File: config.mk
export PLATFORM = sky130hd
export DESIGN_NAME = periph_bridge_flat
export DESIGN_NICKNAME = d
export VERILOG_FILES = /design/src/rtl/periph_bridge_pkg.sv /design/src/rtl/periph_bridge_if.sv /design/src/rtl/periph_bridge.sv /design/src/flat_wrapper.sv
export SDC_FILE = /design/constraint.sdc
export NUM_CORES = 1
export LEC_CHECK = 0
export BUFFER_PORTS_ARGS = -buffer_cell sky130_fd_sc_hd__buf_4
export CORE_AREA = 4 4 233 235
export DETAILED_ROUTE_END_ITERATION = 16
export DIE_AREA = 0 0 237 239
export GPL_TIMING_DRIVEN = 0
export MAX_ROUTING_LAYER = met4
export PLACE_DENSITY = 0.55
export SLEW_MARGIN = 10
export SYNTH_ARGS = -nofsm -noshare
export SYNTH_HDL_FRONTEND = slang
export SYNTH_SLANG_ARGS = --single-unit
File: constraint.sdc
create_clock -name clock -period 2.95 [get_ports clock]
set_input_delay 0 -clock clock [delete_from_list [all_inputs] [get_ports clock]]
set_output_delay 0 -clock clock [all_outputs]
set_load 0.005 [all_outputs]
File: src/rtl/periph_bridge_pkg.sv
// Shared types for the peripheral bridge: store-type encoding used on both
// the core-side and the peripheral-side buses.
package periph_bridge_pkg;

    // Zero means load; any nonzero value is a write of the given size.
    typedef enum logic [2:0] {
        STORE_NONE  = 3'd0,
        STORE_BYTE  = 3'd1,
        STORE_HALF  = 3'd2,
        STORE_WORD  = 3'd3,
        STORE_DWORD = 3'd4
    } mem_store_type_t;

endpackage

File: src/rtl/periph_bridge_if.sv
// Bus interfaces for the peripheral bridge: one core-side request/response
// channel and one fan-out channel to NUM_PORTS peripherals.

// Core-side data channel. The core is the master; the bridge is the slave.
interface periph_core_if;
    import periph_bridge_pkg::*;

    logic [63:0]     d_addr;
    logic [63:0]     d_wdata;
    mem_store_type_t d_store_type;
    logic            d_valid;
    logic            d_ready;
    logic [63:0]     d_rdata;
    logic            d_error;

    modport master (
        output d_addr, d_wdata, d_store_type, d_valid,
        input  d_ready, d_rdata, d_error
    );

    modport slave (
        input  d_addr, d_wdata, d_store_type, d_valid,
        output d_ready, d_rdata, d_error
    );
endinterface

// Peripheral-side channel. Address, data and store type are shared by all
// ports; valid is one-hot, ready and read data are per port.
interface periph_port_if #(
    parameter int NUM_PORTS = 4
);
    import periph_bridge_pkg::*;

    logic [NUM_PORTS-1:0]    p_valid;
    logic [63:0]             p_addr;
    logic [63:0]             p_wdata;
    mem_store_type_t         p_store_type;
    logic [NUM_PORTS-1:0]    p_ready;
    logic [NUM_PORTS*64-1:0] p_rdata;

    modport master (
        output p_valid, p_addr, p_wdata, p_store_type,
        input  p_ready, p_rdata
    );

    modport slave (
        input  p_valid, p_addr, p_wdata, p_store_type,
        output p_ready, p_rdata
    );
endinterface

File: src/rtl/periph_bridge.sv
// Peripheral bridge: decodes a core data request into one of NUM_PORTS
// address windows, forwards it to that port, waits for completion or a
// timeout, and returns a one-cycle completion pulse with data and error.
module periph_bridge
    import periph_bridge_pkg::*;
#(
    parameter int          NUM_PORTS       = 4,
    parameter logic [63:0] PERIPHERAL_BASE = 64'h2000_0000,
    parameter int          PORT_SPAN_LOG2  = 12,
    parameter int          TIMEOUT         = 255
) (
    input  logic                 clock,
    input  logic                 reset,
    periph_core_if.slave         core,
    periph_port_if.master        pbus,
    output logic [15:0]          timeout_count
);

    typedef enum logic [1:0] {
        IDLE = 2'd0,
        BUSY = 2'd1,
        DONE = 2'd2
    } state_t;

    state_t          state_q, state_d;
    logic [63:0]     addr_q, addr_d;
    logic [63:0]     wdata_q, wdata_d;
    mem_store_type_t st_q, st_d;
    logic [3:0]      sel_q, sel_d;
    logic [15:0]     cnt_q, cnt_d;
    logic [63:0]     rdata_q, rdata_d;
    logic            error_q, error_d;
    logic [15:0]     tcount_q, tcount_d;

    // Address decode is done on the live core address at acceptance time;
    // the subtraction wraps for addresses below base, hence the explicit check.
    logic [63:0] offset;
    logic [63:0] idx_full;
    logic        decode_miss;

    assign offset      = core.d_addr - PERIPHERAL_BASE;
    assign idx_full    = offset >> PORT_SPAN_LOG2;
    assign decode_miss = (core.d_addr < PERIPHERAL_BASE) || (idx_full >= 64'(NUM_PORTS));

    // Per-port select, ready qualification and read-data steering.
    logic [NUM_PORTS-1:0] sel_onehot;
    logic [63:0]          slice_masked [NUM_PORTS];
    logic [63:0]          sel_rdata;
    logic                 sel_ready;

    for (genvar gi = 0; gi < NUM_PORTS; gi++) begin : g_port
        assign sel_onehot[gi]   = (sel_q == 4'(gi));
        assign slice_masked[gi] = sel_onehot[gi] ? pbus.p_rdata[gi*64 +: 64] : 64'd0;
    end

    // Only the selected port's ready counts; other ports are ignored.
    assign sel_ready = |(pbus.p_ready & sel_onehot);

    // OR-combine the masked slices; at most one is nonzero.
    always_comb begin
        sel_rdata = 64'd0;
        for (int i = 0; i < NUM_PORTS; i++) begin
            sel_rdata = sel_rdata | slice_masked[i];
        end
    end

    // Next-state and datapath updates for the IDLE/BUSY/DONE controller.
    always_comb begin
        state_d  = state_q;
        addr_d   = addr_q;
        wdata_d  = wdata_q;
        st_d     = st_q;
        sel_d    = sel_q;
        cnt_d    = cnt_q;
        rdata_d  = rdata_q;
        error_d  = error_q;
        tcount_d = tcount_q;

        case (state_q)
            IDLE: begin
                if (core.d_valid) begin
                    addr_d  = core.d_addr;
                    wdata_d = core.d_wdata;
                    st_d    = core.d_store_type;
                    cnt_d   = 16'd0;
                    if (decode_miss) begin
                        rdata_d = 64'd0;
                        error_d = 1'b1;
                        state_d = DONE;
                    end else begin
                        sel_d   = idx_full[3:0];
                        state_d = BUSY;
                    end
                end
            end

            BUSY: begin
                // Ready takes priority over a timeout landing on the same edge.
                if (sel_ready) begin
                    rdata_d = sel_rdata;
                    error_d = 1'b0;
                    state_d = DONE;
                end else if (cnt_q == 16'(TIMEOUT - 1)) begin
                    rdata_d = 64'hFFFF_FFFF_FFFF_FFFF;
                    error_d = 1'b1;
                    if (tcount_q != 16'hFFFF) begin
                        tcount_d = tcount_q + 16'd1;
                    end
                    state_d = DONE;
                end else begin
                    cnt_d = cnt_q + 16'd1;
                end
            end

            DONE: begin
                // New requests are only looked at in IDLE.
                state_d = IDLE;
            end

            default: begin
                state_d = IDLE;
            end
        endcase
    end

    // State and datapath registers, cleared asynchronously by reset.
    always_ff @(posedge clock or negedge reset) begin
        if (!reset) begin
            state_q  <= IDLE;
            addr_q   <= 64'd0;
            wdata_q  <= 64'd0;
            st_q     <= STORE_NONE;
            sel_q    <= 4'd0;
            cnt_q    <= 16'd0;
            rdata_q  <= 64'd0;
            error_q  <= 1'b0;
            tcount_q <= 16'd0;
        end else begin
            state_q  <= state_d;
            addr_q   <= addr_d;
            wdata_q  <= wdata_d;
            st_q     <= st_d;
            sel_q    <= sel_d;
            cnt_q    <= cnt_d;
            rdata_q  <= rdata_d;
            error_q  <= error_d;
            tcount_q <= tcount_d;
        end
    end

    // Outputs are decoded from registered state only, so reset clears
    // p_valid and d_ready without waiting for a clock edge.
    assign pbus.p_valid      = (state_q == BUSY) ? sel_onehot : '0;
    assign pbus.p_addr       = addr_q;
    assign pbus.p_wdata      = wdata_q;
    assign pbus.p_store_type = st_q;

    assign core.d_ready = (state_q == DONE);
    assign core.d_rdata = rdata_q;
    assign core.d_error = error_q;

    assign timeout_count = tcount_q;

endmodule

File: src/flat_wrapper.sv
// flat-port wrapper written by rule: the top's interface ports become plain ports
module periph_bridge_flat import periph_bridge_pkg::*;
#(
    parameter int          NUM_PORTS       = 4,
    parameter logic [63:0] PERIPHERAL_BASE = 64'h2000_0000,
    parameter int          PORT_SPAN_LOG2  = 12,
    parameter int          TIMEOUT         = 255
)
  (clock, reset, timeout_count, core_d_addr, core_d_wdata, core_d_store_type, core_d_valid, core_d_ready, core_d_rdata, core_d_error, pbus_p_valid, pbus_p_addr, pbus_p_wdata, pbus_p_store_type, pbus_p_ready, pbus_p_rdata);
  periph_core_if core_i ();
  periph_port_if #(.NUM_PORTS(NUM_PORTS)) pbus_i ();
  input  logic clock;
  input  logic reset;
  output logic [15:0] timeout_count;
  input wire logic [$bits(core_i.d_addr)-1:0] core_d_addr;
  input wire logic [$bits(core_i.d_wdata)-1:0] core_d_wdata;
  input wire logic [$bits(core_i.d_store_type)-1:0] core_d_store_type;
  input wire logic [$bits(core_i.d_valid)-1:0] core_d_valid;
  output wire logic [$bits(core_i.d_ready)-1:0] core_d_ready;
  output wire logic [$bits(core_i.d_rdata)-1:0] core_d_rdata;
  output wire logic [$bits(core_i.d_error)-1:0] core_d_error;
  output wire logic [$bits(pbus_i.p_valid)-1:0] pbus_p_valid;
  output wire logic [$bits(pbus_i.p_addr)-1:0] pbus_p_addr;
  output wire logic [$bits(pbus_i.p_wdata)-1:0] pbus_p_wdata;
  output wire logic [$bits(pbus_i.p_store_type)-1:0] pbus_p_store_type;
  input wire logic [$bits(pbus_i.p_ready)-1:0] pbus_p_ready;
  input wire logic [$bits(pbus_i.p_rdata)-1:0] pbus_p_rdata;
  assign core_i.d_addr = core_d_addr;
  assign core_i.d_wdata = core_d_wdata;
  assign core_i.d_store_type = core_d_store_type;
  assign core_i.d_valid = core_d_valid;
  assign core_d_ready = core_i.d_ready;
  assign core_d_rdata = core_i.d_rdata;
  assign core_d_error = core_i.d_error;
  assign pbus_p_valid = pbus_i.p_valid;
  assign pbus_p_addr = pbus_i.p_addr;
  assign pbus_p_wdata = pbus_i.p_wdata;
  assign pbus_p_store_type = pbus_i.p_store_type;
  assign pbus_i.p_ready = pbus_p_ready;
  assign pbus_i.p_rdata = pbus_p_rdata;
  periph_bridge #(.NUM_PORTS(NUM_PORTS), .PERIPHERAL_BASE(PERIPHERAL_BASE), .PORT_SPAN_LOG2(PORT_SPAN_LOG2), .TIMEOUT(TIMEOUT)) u_core (.clock(clock), .reset(reset), .core(core_i), .pbus(pbus_i), .timeout_count(timeout_count));
endmodule
==> results of run 1 <==
power by group:
group / internal, W / switching [W]
Sequential: 0.00357 / 0.000270
Combinational: 0.00143 / 0.00107
Clock: 0.00213 / 0.00149
Total: 0.00713 / 0.00283
registers in the layout, indices dropped and copies added (netlist names):
signal,cells
u_core.pbus.p_addr,64
u_core.pbus.p_store_type,3
u_core.core.d_error,1
u_core.pbus.p_wdata,64
u_core.core.d_rdata,64
u_core.sel_q,4
u_core.state_q,2
u_core.cnt_q,16
u_core.timeout_count,16
worst paths after layout:
path | cells after the start | slack, ns | from | end
max | 7 | 0.13 | u_core.sel_q[0] | u_core.core.d_rdata[5]
min | 2 | 0.03 | reset | u_core.pbus.p_wdata[27]
max reg2reg | 7 | 0.13 | u_core.sel_q[0] | u_core.core.d_rdata[5]
min reg2reg | 1 | 0.49 | u_core.timeout_count[8] | u_core.timeout_count[8]
max in group asynchronous | 4 | 1.69 | reset | u_core.pbus.p_addr[10]
min in group clock | 6 | 0.04 | pbus_p_rdata[201] | u_core.core.d_rdata[9]
layout by cell type, fill, tap and decap left out, types with 25 or more instances in the layout:
cell	instances
dlygate4sd3_1	135
clkbuf_1	62
a22oi_1	129
clkbuf_16	30
a31oi_1	129
dfrtp_1	233
nand2b_1	67
mux2_2	134
buf_4	612
a211oi_2	60
or2_2	65
nor2_1	91
o221ai_1	64
clkbuf_2	25
buf_2	29
metal layers:
layer	wire [um]	vias to the layer above	track usage
li1	-	6582	-
met1	25800	7138	0.261
met2	33100	605	0.390
met3	4850	103	0.0570
met4	2470	0	0.0734
met5	0	-	-
per-stage QoR:
step           total power [W]  area, um^2  cells  hold WS, ns  TNS (ns)
3_3_place_gp           0.00619       19100   2592        0.233    -96.10
6_report               0.00996       21600   2793       0.0300         0
4_1_cts                 0.0101       21500   2782      0.00421         0
3_5_place_dp           0.00625       19200   2595       0.0440    -54.63
2_1_floorplan          0.00473       13700   1295       -0.296         0
5_1_grt                 0.0105       21600   2792       0.0570         0
kinds of logic (layout without fill, tap and decap cells):
| kind of cell | count (synthesis) | in the layout |
|---|---|---|
| compound gates | 424 | 424 |
| flops | 234 | 234 |
| xor+xnor | 28 | 28 |
| buf+inv | 138 | 938 |
| mux | 138 | 138 |
| fa+ha+maj | 4 | 4 |
| simple gates | 329 | 329 |
| other cells | 0 | 10 |
critical path: cells and delay by family, from the launching register on:
kind	cells	cell delay [ns]
buffers and inverters	1	0.61
AOI/OAI and AO/OA	4	1.00
and+or+nand+nor	2	0.67
DFF	1	0.47
repair_timing:
item | in CTS | in global routing
pin swaps | 0 | 1
hold buffers | 135 | 0
resized for setup | 18 | 29
endpoints found under the hold margin | 229 | 0
buffers inserted | 0 | 1
endpoints found under the setup margin | 205 | 62
final cells by class:
cell class	instances	area share
clock inverter	9	0.00469
sequential	234	0.271
timing repair buffer	748	0.278
clock buffer	44	0.0404
tap	688	0.0399
antenna	10	0.00116
buffer	129	0.0292
multi-input combinational	923	0.334
inverter	8	0.00139
==> impl_metrics.json, run 1 <==
{
  "outcome": "finished clean",
  "yosysSeqAreaShare": 0.429,
  "drtIter0Drc": 904,
  "synth_xor_area_frac": 0.0180,
  "cts.htree.levels": 1,
  "syn_nets": 1693,
  "final_nets": 2472,
  "initial_core_util": 0.261,
  "fin_skew_ns": 0.0195,
  "place_ws_ns": -0.727,
  "viasPerCell": 5.17,
  "worst_pin_slew_ns": 0.759,
  "clkTransAtPathRegs_ns": 0.06,
  "ir_drop_mv": 0.482,
  "ys_warn_count": 0,
  "wirelength_mm": 66.2,
  "relSlewSlack": 0.493,
  "ant_nets": 0,
  "gp_congestion": 1.01,
  "max_freq_mhz": 355,
  "synthTopCellsByCount": "234 x dfrtp_1, 134 x mux2_2, 129 x a22oi_1, 129 x a31oi_1, 93 x nor2_1",
  "fill_cells": 5050,
  "vias": 14428,
  "syn_area_um2": 13700,
  "p_per_area_nw_per_um2": 461,
  "grt_max_degree": 105,
  "drv_cap": 0,
  "synth.area.mux_share": 0.114,
  "portBuffers": 609,
  "numClockSinks": 234,
  "syn2layout_area_growth_pct": 58.1,
  "regArea_um2": 5860,
  "crit_chain": "nor4_1 > clkbuf_1 > a22oi_1 > a31oi_1 > or2_2 > o221ai_1 > a211oi_2",
  "place_hpwl_mm": 51.1,
  "postSynth.asyncResetShare": 1.00,
  "synthAdderAreaFrac": 0.00366,
  "synthCells": 1295,
  "post-route-drc-count": 0,
  "cp-end-kind": "register",
  "ys.flop_type": "dfrtp_1",
  "period_share": 0.956,
  "crit_fanout": 10,
  "grt_pass1_wl_mm": 97.0,
  "postSynthAreaPerCell_um2": 10.5,
  "slew_violations": 0,
  "worstSetupStartpointType": "register",
  "p_leak_nw": 9.65,
  "avgRoutedWirePerCell_um": 23.7,
  "synth_edf_count": 0,
  "hold_class": "input port to async pin",
  "design.core.area_um2": 52200,
  "fp-row-count": 84,
  "synthSimpleGateAreaFrac": 0.139,
  "multi_input_area_um2": 7210,
  "ctsRootBufferMaster": "clkbuf_16",
  "synth.top_cell.area_share": 0.429,
  "die-area_um2": 56600,
  "setup_viol": 0,
  "die_w_um": 237,
  "hold_violations": 0,
  "synth.distinct_cells": 64,
  "max_stage_delay_ns": 0.61,
  "antenna_found_initial": 13,
  "cts_made_buffers": 30,
  "ys_ff_latch": 234,
  "cp.required_ns": 3.45,
  "drive_above_1_share": 0.480,
  "die_height_um": 239,
  "utilization": 0.414,
  "slowest_stage": "clkbuf_1",
  "yosysTopAreaCell": "dfrtp_1",
  "layout_setup_ws_ns": 0.130,
  "rsz0062_at_grt": "false",
  "ys_top_cells_by_area": "dfrtp_1 43%, mux2_2 11%, a22oi_1 7.1%, a31oi_1 5.9%, a211oi_2 5.5%",
  "grt_usage": 0.227,
  "synth_compound_area_frac": 0.251,
  "firstDrtPassIters": 5,
  "grt_pass1_vias": 15290,
  "critPathArrivalTime_ns": 3.32,
  "yosysMostFrequentCell": "dfrtp_1",
  "synth_top_family_by_area": "compound AO/OA/AOI/OAI gates",
  "grt-ovfl-total": 0,
  "cts_tree": "yes",
  "worstSetupPathType": "register to register",
  "post-route-min-period_ns": 2.82,
  "ctsLongestPathBuffers": 3,
  "clkLatencyLatePin_ns": 0.58,
  "pin_count": 611
}
Power figures use the tool's default switching activity.
==> run 2: changes to the inputs <==
--- a/config.mk
+++ b/config.mk
@@ -12,6 +12,7 @@
 export GPL_TIMING_DRIVEN = 0
 export MAX_ROUTING_LAYER = met4
 export PLACE_DENSITY = 0.55
+export REMOVE_ABC_BUFFERS = 1
 export SLEW_MARGIN = 10
 export SYNTH_ARGS = -nofsm -noshare
 export SYNTH_HDL_FRONTEND = slang
==> impl_metrics.json, run 2 (same netlist as run 1, synthesis figures left out) <==
{
  "clkTransAtPathRegs_ns": 0.06,
  "drv_cap": 0,
  "outcome": "finished clean",
  "grt_pass1_wl_mm": 86.9,
  "critPathArrivalTime_ns": 3.28,
  "grt_usage": 0.198,
  "power_switching_w": 0.00271,
  "placed_cell_area_um2": 19400,
  "vias": 14121,
  "portBuffers": 610,
  "clkLatencyLatePin_ns": 0.57,
  "grt-ovfl-total": 0,
  "clkPwrFrac": 0.376,
  "cts_made_buffers": 28,
  "p_per_area_nw_per_um2": 456,
  "antenna_found_initial": 2,
  "whs_ns": 0.0487,
  "seqPwrFrac": 0.379,
  "post-route-min-period_ns": 2.81,
  "max_freq_mhz": 356,
  "multi_input_area_um2": 7340,
  "setup_viol": 0,
  "worstSetupStartpointType": "register",
  "fill_cells": 4883,
  "cp_common_cell": "buf_4",
  "design.core.area_um2": 52200,
  "drive_above_1_share": 0.509,
  "setup_tns_ns": 0,
  "initial_core_util": 0.261,
  "cts.htree.levels": 1,
  "numClockSinks": 234,
  "relSlewSlack": 0.367,
  "fin_area_um2": 22100,
  "cts_tree": "yes",
  "worst_pin_slew_ns": 0.944,
  "ctsLongestPathBuffers": 3,
  "post-route-drc-count": 0,
  "intPower_w": 0.00737,
  "grt_max_degree": 83,
  "cp-end-kind": "register",
  "max_stage_delay_ns": 0.49,
  "pwr-share-comb": 0.245,
  "regArea_um2": 5860,
  "pin_count": 611,
  "period_share": 0.953,
  "slew_violations": 0,
  "p_leak_nw": 9.85,
  "rsz0062_at_grt": "false",
  "wirelength_mm": 59.6,
  "fin_skew_ns": 0.0182,
  "avgRoutedWirePerCell_um": 21.8,
  "hold_violations": 0,
  "mostFrequentLayoutCells": "660 x buf_4, 229 x dfrtp_1, 135 x dlygate4sd3_1",
  "die_w_um": 237,
  "hold_class": "input port to register",
  "die_height_um": 239,
  "cp.required_ns": 3.42,
  "drtIter0Drc": 731,
  "cp_top_family": "buffers and inverters",
  "crit_chain": "nor4b_4 > buf_6 > buf_4 > buf_4 > buf_4 > buf_4 > a22oi_1 > a31oi_1 > or2_2 > o221ai_1 > a211oi_2",
  "grt_pass1_vias": 14509,
  "gp_congestion": 0.888,
  "die-area_um2": 56600,
  "place_ws_ns": -0.557,
  "min_from": "pbus_p_rdata[243]",
  "layout_commonest_cell": "buf_4",
  "final_nets": 2431,
  "firstDrtPassIters": 5,
  "fp-row-count": 84,
  "worst-path-buf-inv": 5,
  "worstSetupPathType": "register to register",
  "r2r_start": "u_core.sel_q[2]",
  "totalPowerFinal_w": 0.0101,
  "switching_share": 0.269,
  "place_hpwl_mm": 42.1,
  "syn2layout_area_growth_pct": 61.9,
  "crit_start": "u_core.sel_q[2]",
  "viasPerCell": 5.15,
  "slowest_stage": "dfrtp_2",
  "crit_fanout": 10,
  "layout_setup_ws_ns": 0.140,
  "ctsRootBufferMaster": "clkbuf_16",
  "ant_nets": 0,
  "ir_drop_mv": 0.539
}
run 2: changes by cell type in the layout (fill, tap and decap cells not counted), moves of 8 or more:
cell and delta:
diode_2 -8, clkbuf_1 -61, buf_4 +48, buf_2 -27, clkbuf_2 -25, buf_6 +8
run 2: final timing paths:
| path | endpoint | slack, ns | depth (start not counted) |
|---|---|---|---|
| max | u_core.core.d_rdata[4] | 0.14 | 11 |
| min | u_core.core.d_rdata[51] | 0.05 | 6 |
| max reg2reg | u_core.core.d_rdata[4] | 0.14 | 11 |
| min reg2reg | u_core.timeout_count[15] | 0.49 | 1 |
| max in group asynchronous | u_core.pbus.p_addr[1] | 1.42 | 4 |
| min in group asynchronous | u_core.pbus.p_addr[5] | 0.55 | 3 |
run 2: area by class of cell:
type / instances / area share
clock inverters: 10 / 0.00764
well taps: 688 / 0.0389
multi-input cells: 925 / 0.332
clock buffers: 39 / 0.0381
repair buffers: 836 / 0.316
flip-flops and latches: 234 / 0.265
inverters: 8 / 0.00136
diodes: 2 / 0.000226
run 2: worst register-to-register path, delay by kind of cell, from the launching register on:
family	cells	cell delay (ns)
AND/OR/NAND/NOR	2	0.59
buffers and inverters	5	0.98
AO/OA/AOI/OAI	4	0.67
flip-flops	1	0.49
run 2: timing repair:
item / 4_1_cts / 5_1_grt
pin swaps: 10 / 6
setup buffers: 15 / 17
gates cloned: 2 / 3
endpoints found under the setup margin: 68 / 47
resized for setup: 19 / 3
hold buffers: 135 / 0
hold endpoints to repair: 371 / 0
run 2: per-layer routing:
metal,wire (um),up-vias,global-route usage
li1,-,6499,-
met1,24200,6999,0.241
met2,29400,530,0.333
met3,4260,93,0.0464
met4,1790,0,0.0474
met5,0,-,-
run 2: power by group through the flow:
stage,logic [W],registers (W),clock network [W]
after floorplan,0.000897,0.00388,0
after detailed placement,0.00230,0.00387,0
final,0.00247,0.00382,0.00378
after global routing,0.00266,0.00387,0.00400
after global placement,0.00235,0.00387,0
after CTS,0.00248,0.00382,0.00389
run 2: per-stage QoR:
| stage | cells | utilization |
|---|---|---|
| 3_5_place_dp | 2528 | 0.371 |
| 6_report | 2742 | 0.423 |
| 4_1_cts | 2722 | 0.420 |
| 2_1_floorplan | 1165 | - |
| 3_3_place_gp | 2463 | 0.354 |
| 5_1_grt | 2742 | 0.423 |
==> run 3: changes to the inputs <==
==> constraint.sdc (replaced) <==
create_clock -name clock -period 3.5 [get_ports clock]
set_input_delay 0 -clock clock [delete_from_list [all_inputs] [get_ports clock]]
set_output_delay 0 -clock clock [all_outputs]
set_load 0.005 [all_outputs]
==> impl_metrics.json, run 3 (same netlist as run 1, synthesis figures left out) <==
{
  "outcome": "finished clean",
  "cts.htree.levels": 1,
  "grt_usage": 0.191,
  "fin_skew_ns": 0.0163,
  "wl_met1_mm": 23.2,
  "ctsLongestPathBuffers": 3,
  "worstHoldPathCells": 6,
  "pin_count": 611,
  "ir_drop_mv": 0.476,
  "slew_violations": 0,
  "grt_pass1_wl_mm": 84.8,
  "clkTransAtPathRegs_ns": 0.06,
  "design.core.area_um2": 52200,
  "r2r_cells": 14,
  "whs_ns": 0.0464,
  "post-route-drc-count": 0,
  "viasPerCell": 5.14,
  "final_nets": 2404,
  "numClockSinks": 234,
  "antenna_found_initial": 0,
  "fill_cells": 4901,
  "placed_cell_area_um2": 19400,
  "wirelength_mm": 57.1,
  "p_per_area_nw_per_um2": 388,
  "gp_congestion": 0.888,
  "highest_layer": "met4",
  "place_hpwl_mm": 42.1,
  "clkLatencyLatePin_ns": 0.57,
  "critPathArrivalTime_ns": 3.88,
  "antenna_cells": 0,
  "ctsRootBufferMaster": "clkbuf_16",
  "avgRoutedWirePerCell_um": 21.1,
  "initial_core_util": 0.261,
  "r2r_slack_ns": 0.09,
  "fp-row-count": 84,
  "worstSetupPathType": "register to register",
  "fin_area_um2": 21800,
  "grt_pass1_vias": 14475,
  "drv_cap": 0,
  "grt-ovfl-total": 0,
  "die-area_um2": 56600,
  "min_to": "u_core.core.d_rdata[51]",
  "post-route-min-period_ns": 3.41,
  "vias": 13955,
  "die_height_um": 239,
  "grt_max_degree": 83,
  "worstSetupStartpointType": "register",
  "p_leak_nw": 9.67,
  "placed_cells": 2528,
  "cts_tree": "yes",
  "r2r_start": "u_core.sel_q[3]",
  "ant_nets": 0,
  "setup_viol": 0,
  "syn2layout_area_growth_pct": 59.7,
  "min_from": "pbus_p_rdata[51]",
  "instances_no_fill": 2713,
  "reg2reg_to": "u_core.core.d_rdata[53]",
  "crit_start": "u_core.sel_q[3]",
  "max_freq_mhz": 294,
  "die_w_um": 237,
  "firstDrtPassIters": 5,
  "portBuffers": 610,
  "hold_violations": 0,
  "relSlewSlack": 0.432,
  "wl_met2_mm": 28.6,
  "drive_above_1_share": 0.501,
  "crit_fanout": 10,
  "met3WireLength_mm": 3.86,
  "place_ws_ns": -0.00666,
  "cp.required_ns": 3.97,
  "layout_commonest_cell": "buf_4",
  "cp-end-kind": "register",
  "drtIter0Drc": 735,
  "hold_class": "input port to register",
  "period_share": 0.973,
  "mostFrequentLayoutCells": "644 x buf_4, 229 x dfrtp_1, 135 x dlygate4sd3_1",
  "worst_pin_slew_ns": 0.851,
  "cts_made_buffers": 28,
  "layout_setup_ws_ns": 0.0944,
  "utilization": 0.418
}
run 3: cell types whose count changed in the layout (fill, tap and decap cells not counted):
cell / delta
and4_2: -1
nor4_1: +1
nor4_4: -1
buf_2: -1
buf_4: -16
buf_12: -2
buf_6: -5
o21ba_2: -1
o21ba_1: +1
diode_2: -2
or2_4: -1
buf_8: -1
clkbuf_16: -1
or2_2: +1
run 3: how the worst max path moves through the flow:
stage                                          to  cells after the start
after floorplan                  u_core.cnt_q[10]                      4
after global routing      u_core.core.d_rdata[53]                     14
final                     u_core.core.d_rdata[53]                     14
after CTS                  u_core.core.d_rdata[8]                     13
after global placement           u_core.cnt_q[14]                      4
after detailed placement  u_core.core.d_rdata[53]                     14
run 3: cell type report:
| class | instances | area (um^2) | area share |
|---|---|---|---|
| repair buffers | 810 | 6730 | 0.309 |
| multi-input cells | 924 | 7310 | 0.335 |
| clock inverters | 10 | 169 | 0.00774 |
| well taps | 688 | 861 | 0.0395 |
| flip-flops and latches | 234 | 5860 | 0.269 |
| inverters | 8 | 30.0 | 0.00138 |
| clock buffers | 39 | 842 | 0.0386 |
run 3: layer usage:
layer | track usage | up-vias
li1 | - | 6431
met1 | 0.231 | 6953
met2 | 0.324 | 489
met3 | 0.0463 | 82
met4 | 0.0465 | 0
met5 | - | -
run 3: metrics by stage:
step,setup TNS [ns],total power [W]
floorplan,-1657.56,0.00403
global placement,-3002.35,0.00525
detailed placement,-0.00666,0.00520
CTS,0,0.00857
global route,-0.0125,0.00886
finish,0,0.00847
run 3: repair_timing:
| action | in CTS | in global routing |
|---|---|---|
| resized for setup | 1 | 7 |
| endpoints found under the setup margin | 1 | 46 |
| buffers inserted | 0 | 0 |
| hold buffers | 135 | 0 |
| pin swaps | 0 | 2 |
| gates cloned | 0 | 1 |
| hold endpoints to repair | 371 | 0 |
run 3: worst max-delay path: stages (launching register included):
cell	delay, ns
dfrtp_2	0.50
nor4b_4	0.34
buf_4	0.24
buf_4	0.19
buf_4	0.19
buf_4	0.18
buf_4	0.16
buf_4	0.18
buf_4	0.19
buf_4	0.19
a22oi_1	0.12
a31oi_2	0.29
or2_2	0.18
o221ai_1	0.12
a211oi_2	0.21
run 3: power breakdown:
part           leakage [nW]  internal (W)  switching (W)
Combinational          6.29       0.00123       0.000828
Sequential             2.89       0.00301       0.000217
Clock                 0.490       0.00196        0.00123
